`src/rtl/bcd_pkg.sv`:
```
// Shared types and constants for the packed-BCD to binary converter.
// The FSM state encoding and the largest legal BCD digit value live here.
package bcd_pkg;

    typedef enum logic {
        IDLE = 1'b0,
        CONV = 1'b1
    } state_t;

    localparam logic [3:0] BCD_DIGIT_MAX = 4'd9;

endpackage

```
`src/rtl/bcd_digit_mac.sv`:
```
// One Horner step of the conversion: {carry, sum} = acc*10 + digit.
// The x10 is built from two shifts so no multiplier is inferred.
module bcd_digit_mac #(
    parameter int BIN_WIDTH = 32
) (
    input  logic [BIN_WIDTH-1:0] acc,
    input  logic [3:0]           digit,
    output logic [3:0]           carry,
    output logic [BIN_WIDTH-1:0] sum
);

    logic [BIN_WIDTH+3:0] wide;
    logic [BIN_WIDTH+3:0] step;

    // Four spare bits always hold 10*acc+15, so the top nibble is the exact overflow.
    assign wide = {4'b0000, acc};
    assign step = (wide << 3) + (wide << 1) + {{BIN_WIDTH{1'b0}}, digit};
    assign {carry, sum} = step;

endmodule

```
`src/rtl/bcd_to_bin.sv`:
```
// Sequential packed-BCD to binary converter, one digit per clock, MSD first.
// Define BCD_TO_BIN_CHECK_EN to build the digit>9 check that drives err.
module bcd_to_bin
    import bcd_pkg::*;
#(
    parameter int BIN_WIDTH = 32,
    parameter int DIGITS    = 8
) (
    input  logic                  clk,
    input  logic                  rst_n,
    input  logic                  start,
    input  logic [4*DIGITS-1:0]   bcd,
    output logic                  busy,
    output logic                  done,
    output logic [BIN_WIDTH-1:0]  bin,
    output logic                  ovf,
    output logic                  err
);

    localparam int BCD_W = 4 * DIGITS;
    localparam int CNT_W = (DIGITS > 1) ? $clog2(DIGITS) : 1;

    state_t               state;
    state_t               state_nxt;
    logic [BCD_W-1:0]     shreg;
    logic [CNT_W-1:0]     cnt;
    logic [BIN_WIDTH-1:0] acc;
    logic [BIN_WIDTH-1:0] sum;
    logic [3:0]           carry;
    logic [3:0]           digit;

    // The captured word shifts left each step, so digit[cnt] is always the top nibble.
    assign digit = shreg[BCD_W-1 -: 4];
    assign busy  = (state == CONV);

    bcd_digit_mac #(
        .BIN_WIDTH (BIN_WIDTH)
    ) u_mac (
        .acc   (acc),
        .digit (digit),
        .carry (carry),
        .sum   (sum)
    );

    always_comb begin
        // NOTE: default first, so no path leaves state_nxt unassigned and no latch is inferred.
        state_nxt = state;
        case (state)
            IDLE:    if (start) state_nxt = CONV;
            CONV:    if (cnt == '0) state_nxt = IDLE;
            default: state_nxt = IDLE;
        endcase
    end

    // NOTE: all state uses non-blocking assignments so every register sees pre-edge values.
    always_ff @(posedge clk or negedge rst_n) begin
        if (!rst_n) begin
            state <= IDLE;
            shreg <= '0;
            cnt   <= '0;
            acc   <= '0;
            bin   <= '0;
            ovf   <= 1'b0;
            done  <= 1'b0;
        end else begin
            state <= state_nxt;
            done  <= 1'b0;
            case (state)
                IDLE: begin
                    if (start) begin
                        shreg <= bcd;
                        acc   <= '0;
                        ovf   <= 1'b0;
                        cnt   <= CNT_W'(DIGITS - 1);
                    end
                end
                CONV: begin
                    shreg <= shreg << 4;
                    acc   <= sum;
                    if (carry != 4'h0) ovf <= 1'b1;
                    if (cnt == '0) begin
                        bin  <= sum;
                        done <= 1'b1;
                    end else begin
                        cnt <= cnt - 1'b1;
                    end
                end
                default: ;
            endcase
        end
    end

`ifdef BCD_TO_BIN_CHECK_EN
    always_ff @(posedge clk or negedge rst_n) begin
        if (!rst_n) begin
            err <= 1'b0;
        end else if (state == IDLE && start) begin
            err <= 1'b0;
        end else if (state == CONV && digit > BCD_DIGIT_MAX) begin
            err <= 1'b1;
        end
    end
`else
    assign err = 1'b0;
`endif

endmodule

```
`config.mk`:
```
export PLATFORM = sky130hd
export DESIGN_NAME = bcd_to_bin
export DESIGN_NICKNAME = d
export VERILOG_FILES = /design/src/rtl/bcd_pkg.sv /design/src/rtl/bcd_digit_mac.sv /design/src/rtl/bcd_to_bin.sv
export SDC_FILE = /design/constraint.sdc
export NUM_CORES = 1
export LEC_CHECK = 0
export BUFFER_PORTS_ARGS = -buffer_cell sky130_fd_sc_hd__buf_2
export CAP_MARGIN = 30
export CORE_UTILIZATION = 65
export CTS_BUF_LIST = sky130_fd_sc_hd__clkbuf_8
export DETAILED_ROUTE_END_ITERATION = 10
export HOLD_SLACK_MARGIN = 0.02
export PLACE_DENSITY = 0.87
export REMOVE_ABC_BUFFERS = 1
export SLEW_MARGIN = 15
export SYNTH_ARGS = -nofsm -noshare
export SYNTH_HDL_FRONTEND = slang
export SYNTH_SLANG_ARGS = --single-unit
export TNS_END_PERCENT = 50
```
`constraint.sdc`:
```
create_clock -name clk -period 10.47 [get_ports clk]
set_clock_uncertainty 0.2 [all_clocks]
set_input_delay 2.094 -clock clk [delete_from_list [all_inputs] [get_ports clk]]
set_output_delay 2.094 -clock clk [all_outputs]
set_load 0.02 [all_outputs]
```
* Word level (Yosys, flattened, before mapping)
Index checks and enable logic that the tools add are counted.
Storage, ports and cells: bits in latches 0, memory bits (read-only) 0, RAM bits 0, output and inout bits 36, register bits after elaboration 102, logic and storage cells 34, memories kept 0, input bits 35
Operators by class: bitwise operators 1, shift operators 0, $lt $le $gt $ge 0, div/mod/pow operators 0, add/subtract/negate cells 3, equality and inequality tests 3, $mul 0, multiplexer cells 15, reductions and logical operators 5
Operators by type and width (count):
- case mux 32 bit (2 select lines) | 2
- 2-to-1 mux 32 bit | 2
- adder 35 x 33 -> 36 bit | 1
- adder 36 x 4 -> 36 bit | 1
- 2-to-1 mux 1 bit | 6
- 2-to-1 mux 3 bit | 2
- case mux 3 bit (2 select lines) | 1
- AND reduction 2 bit | 3
- != test 2 bit, second input constant | 2
- case mux 1 bit (2 select lines) | 2
- nonzero test 4 bit | 1
- logical NOT 3 bit | 1
- subtractor 3 x 1 -> 3 bit, second input constant | 1
- != test 2 x 1 -> 1 bit, second input constant | 1
- NOT 1 bit | 1

* Logic depth before layout (Yosys ltp)
depth after elaboration 5, mapped depth 12, depth with buffers taken out 12

* Cells and area by module
A second synthesis with hierarchy kept.
Unflattened totals: cells, all modules 613, area, all modules 6387.4 µm²
Modules (own cells, without submodules):
- bcd_to_bin | times used 1, cells each 303, seq. area each 2552.4 µm², area an instance 4131.5 µm²
- bcd_digit_mac | times used 1, cells each 310, seq. area each 0.0 µm², area an instance 2255.9 µm²

* Worst setup path before layout
Ideal clock, no wire load.
path kind input port to flip-flop, from input start, to register shreg[28], library setup time 0.135 ns, path buffers 2, setup slack 6.900 ns, stages on the path 4, arrival 3.235 ns, data required time 10.135 ns, cells stage by stage clkbuf_1 buf_1 mux2i_1 o21ai_0
Between the ends: cells in the longest elaborated chain, start to end 1
RTL lines:
- start: declaration | RTL line bcd_to_bin.sv:11 | input logic start,
- != test 2 bit (no line)
- end signal: assignment | RTL line bcd_to_bin.sv:78 | shreg <= shreg << 4;
- end: declaration | RTL line bcd_to_bin.sv:25 | logic [BCD_W-1:0] shreg;
Every way passes these cells. A chain may end at the register's enable or synchronous reset.

* Worst setup path in the final report
from register state (netlist: busy), to output busy
RTL lines:
- start: declaration | RTL line bcd_to_bin.sv:23 | state_t state;
- start signal: assignment | RTL line bcd_to_bin.sv:66 | state <= state_nxt;
- end: declaration | RTL line bcd_to_bin.sv:13 | output logic busy,
No word-level cell between the ends.

==> results.py <==
metrics = {
    "status": {
        "run_status": "completed",
    },
    "placed_design": {
        "post-place-cells": 750,
        "globalplace.congestion": 0.969,
        "hpwl_mm": 9.16,
        "detailed_place.area_um2": 6480,
        "numPortBuffers": 69,
    },
    "floorplan": {
        "core.rowCount": 34,
        "die_area_um2": 9720,
        "design.portCount": 71,
        "core_area_um2": 8890,
        "die_w_um": 98.6,
        "floorplan.initialDensity_pct": 68.2,
        "dieHeight_um": 98.6,
    },
    "yosys": {
        "synth_cells": 594,
        "synth_sequential_area_ratio_pct": 42.1,
        "average_instance_area_after_synthesis_um2": 10.2,
        "number_of_synthesized_flops_with_an_enable_pin": 0,
        "postSynth.asyncResetShare_pct": 100,
        "synth.ff_latch_count": 102,
        "netlist_area_um2": 6070,
        "synthesis.yosys.warnings": 0,
        "ys_dominant_reg_cell": "dfrtp_1",
        "synth_top_cell_area_share_pct": 42.1,
        "yosys-top-cells-area": "dfrtp_1 (42%), ha_1 (13%), nand2_1 (5.4%)",
        "synth_top_area_cell": "dfrtp_1",
        "post_synth_num_cell_types": 59,
    },
    "critical_path": {
        "crit_type": "reg2out",
        "critical_path_arrival_ns": 1.70,
        "r2r_setup_slack_ns": 6.83,
        "crit_slowest_cell": "buf_4",
        "reg2reg_to": "bin[22]$_DFFE_PN0P_",
        "critical_path.max_stage_delay_ns": 0.64,
        "cp_cell_sequence": "buf_4 > buf_2",
        "endpoint_kind": "output pin",
        "worst_r2r_startpoint": "shreg[31]$_DFFE_PN0P_",
        "worst_setup_path_start_kind": "flip-flop",
        "required_time_worst_endpoint_ns": 8.18,
        "timing.critical_path.fanout_max": 94,
        "worst_reg2reg_path_depth": 12,
    },
    "timing": {
        "tightest_slew_margin_relative_to_the_limit_pct": 39.7,
        "report.final.hold_viol_count": 0,
        "worst_pin_slew_ns": 0.899,
        "finalMaxSlewViolations": 0,
        "fin_crit_ns": 4.00,
        "setup-tns-final_ns": 0,
        "fmaxAchievable_ghz": 0.250,
        "grt_setup_unrepaired": "false",
        "finalSetupViolCount": 0,
        "final_period_utilization_pct": 38.2,
    },
    "finish": {
        "antennaDiodeCount": 0,
        "finish.cell_count_without_fillers": 768,
        "area_delta_synth_final_pct": 10.8,
        "final_common_cell": "dfrtp_1",
        "finish.net_count": 757,
        "final_cell_area_um2": 6720,
        "drive_above_1_share_pct": 17.9,
        "filler_cell_count": 620,
        "layout.cells.most_common_list": "dfrtp_1 (101), nand2_1 (88), buf_2 (68)",
        "finalCoreUtilization_pct": 75.6,
    },
    "worst_hold_path": {
        "min_delay_path_depth": 2,
        "hp-start": "bin[14]$_DFFE_PN0P_",
        "worst_hold_path_type": "reg2reg",
        "min_to": "bin[14]$_DFFE_PN0P_",
    },
    "clocking": {
        "worst_skew_pair.late_latency_ns": 0.38,
        "postCtsSetupRepairBufs": 0,
        "cts.repair.resized": 0,
        "clk_pin_slew_ns": 0.09,
        "clock_tree_from_tritoncts": "built",
        "cts.htree.levels": 3,
        "cts.root.buffer_cell": "clkbuf_8",
        "cts_made_buffers": 9,
        "numClockSinks": 102,
        "cts_stage_hold_buffer_count": 0,
        "cts_buffer_depth": 2,
    },
    "global_routing": {
        "antenna_found_initial": 0,
        "first_global_vias": 4864,
        "global_route_wire_length_before_repair_mm": 22.4,
        "track_usage_pct": 29.0,
        "globalRoute.totalOverflow": 0,
        "grt_start_max_net_pins": 95,
    },
    "route": {
        "detailroute.via_count": 4734,
        "drt_iter0_markers": 260,
        "route.detailed.vias_per_inst": 6.16,
        "route.antenna.remaining_nets": 0,
        "firstDrtPassIters": 5,
        "route.detailed.wl_per_inst_um": 17.0,
        "postRouteWirelength_mm": 13.1,
        "drc": 0,
    },
    "run": {
        "drv.max_cap_violation_count": 0,
    },
}
## Yosys cell counts (2+ instances only)
cell	n
a211o_1	4
a211oi_1	2
a21o_1	13
a21oi_1	28
a21oi_2	2
a221oi_1	2
a22o_1	24
a31oi_1	3
and2_1	2
and3_1	3
buf_1	7
clkbuf_1	16
dfrtp_1	102
fa_1	2
ha_1	65
inv_1	21
mux2_2	17
mux2i_1	32
nand2_1	88
nand2b_1	3
nand3_1	7
nand3b_1	2
nand4_1	2
nor2_1	23
nor3_1	3
o2111ai_1	2
o211ai_1	4
o21a_1	2
o21ai_0	34
o21ai_1	15
o21bai_1	9
o31ai_1	2
xnor2_1	17
xor2_1	11
## sequential cells by signal (all words and copies together), names as in the netlist
register / flops
bin: 32
acc: 32
ovf: 1
done: 1
cnt: 3
busy: 1
shreg: 32
## critical path, delay by kind of cell (launching register included)
kind | cells | cell delay [ns]
flops | 1 | 0.36
buf+inv | 2 | 0.94
## area by class of cell
| cell class | instances | area [um2] | share of cell area (%) |
|---|---|---|---|
| clock buffer | 10 | 138 | 2.05 |
| clock inverter | 6 | 66.3 | 0.987 |
| inverter | 22 | 82.6 | 1.23 |
| multi-input combinational | 446 | 3340 | 49.7 |
| sequential | 102 | 2550 | 38.0 |
| tap | 108 | 135 | 2.01 |
| timing repair buffer | 74 | 405 | 6.03 |
## logic make-up after synthesis
family	Yosys count	share of synthesized area, %
muxes	49	8.43
AOI/OAI and AO/OA	162	18.7
adders and majority gates	67	14.1
xor gates and xnor gates	28	4.04
other	1	0.0618
buffers and inverters	46	2.91
and+or+nand+nor	139	9.73
DFF	102	42.1
## through the flow
step | hold WS (ns) | setup WS, ns
final | 0.278 | 6.47
after global routing | 0.314 | 6.36
after CTS | 0.279 | 6.46
after detailed placement | 0.257 | 6.24
after global placement | 0.253 | 6.30
after floorplan | 0.249 | 6.51
## per-layer routing
metal	GRT usage, %	up-vias	wire, um
li1	-	2253	-
met1	37.3	2247	5650
met2	48.3	190	6170
met3	5.53	44	853
met4	12.4	0	408
met5	0	-	0
## worst max-delay path by stage
stage,startpoint,end,slack [ns]
CTS,busy$_DFF_PN0_,busy,6.46
floorplan,busy$_DFF_PN0_,busy,6.51
global route,busy$_DFF_PN0_,busy,6.36
detailed placement,start,ovf$_DFFE_PN0P_,6.24
global placement,start,ovf$_DFFE_PN0P_,6.30
finish,busy$_DFF_PN0_,busy,6.47
Power is not shown: default switching activity piles up to over one toggle a cycle in this logic, so the estimate is an artifact.
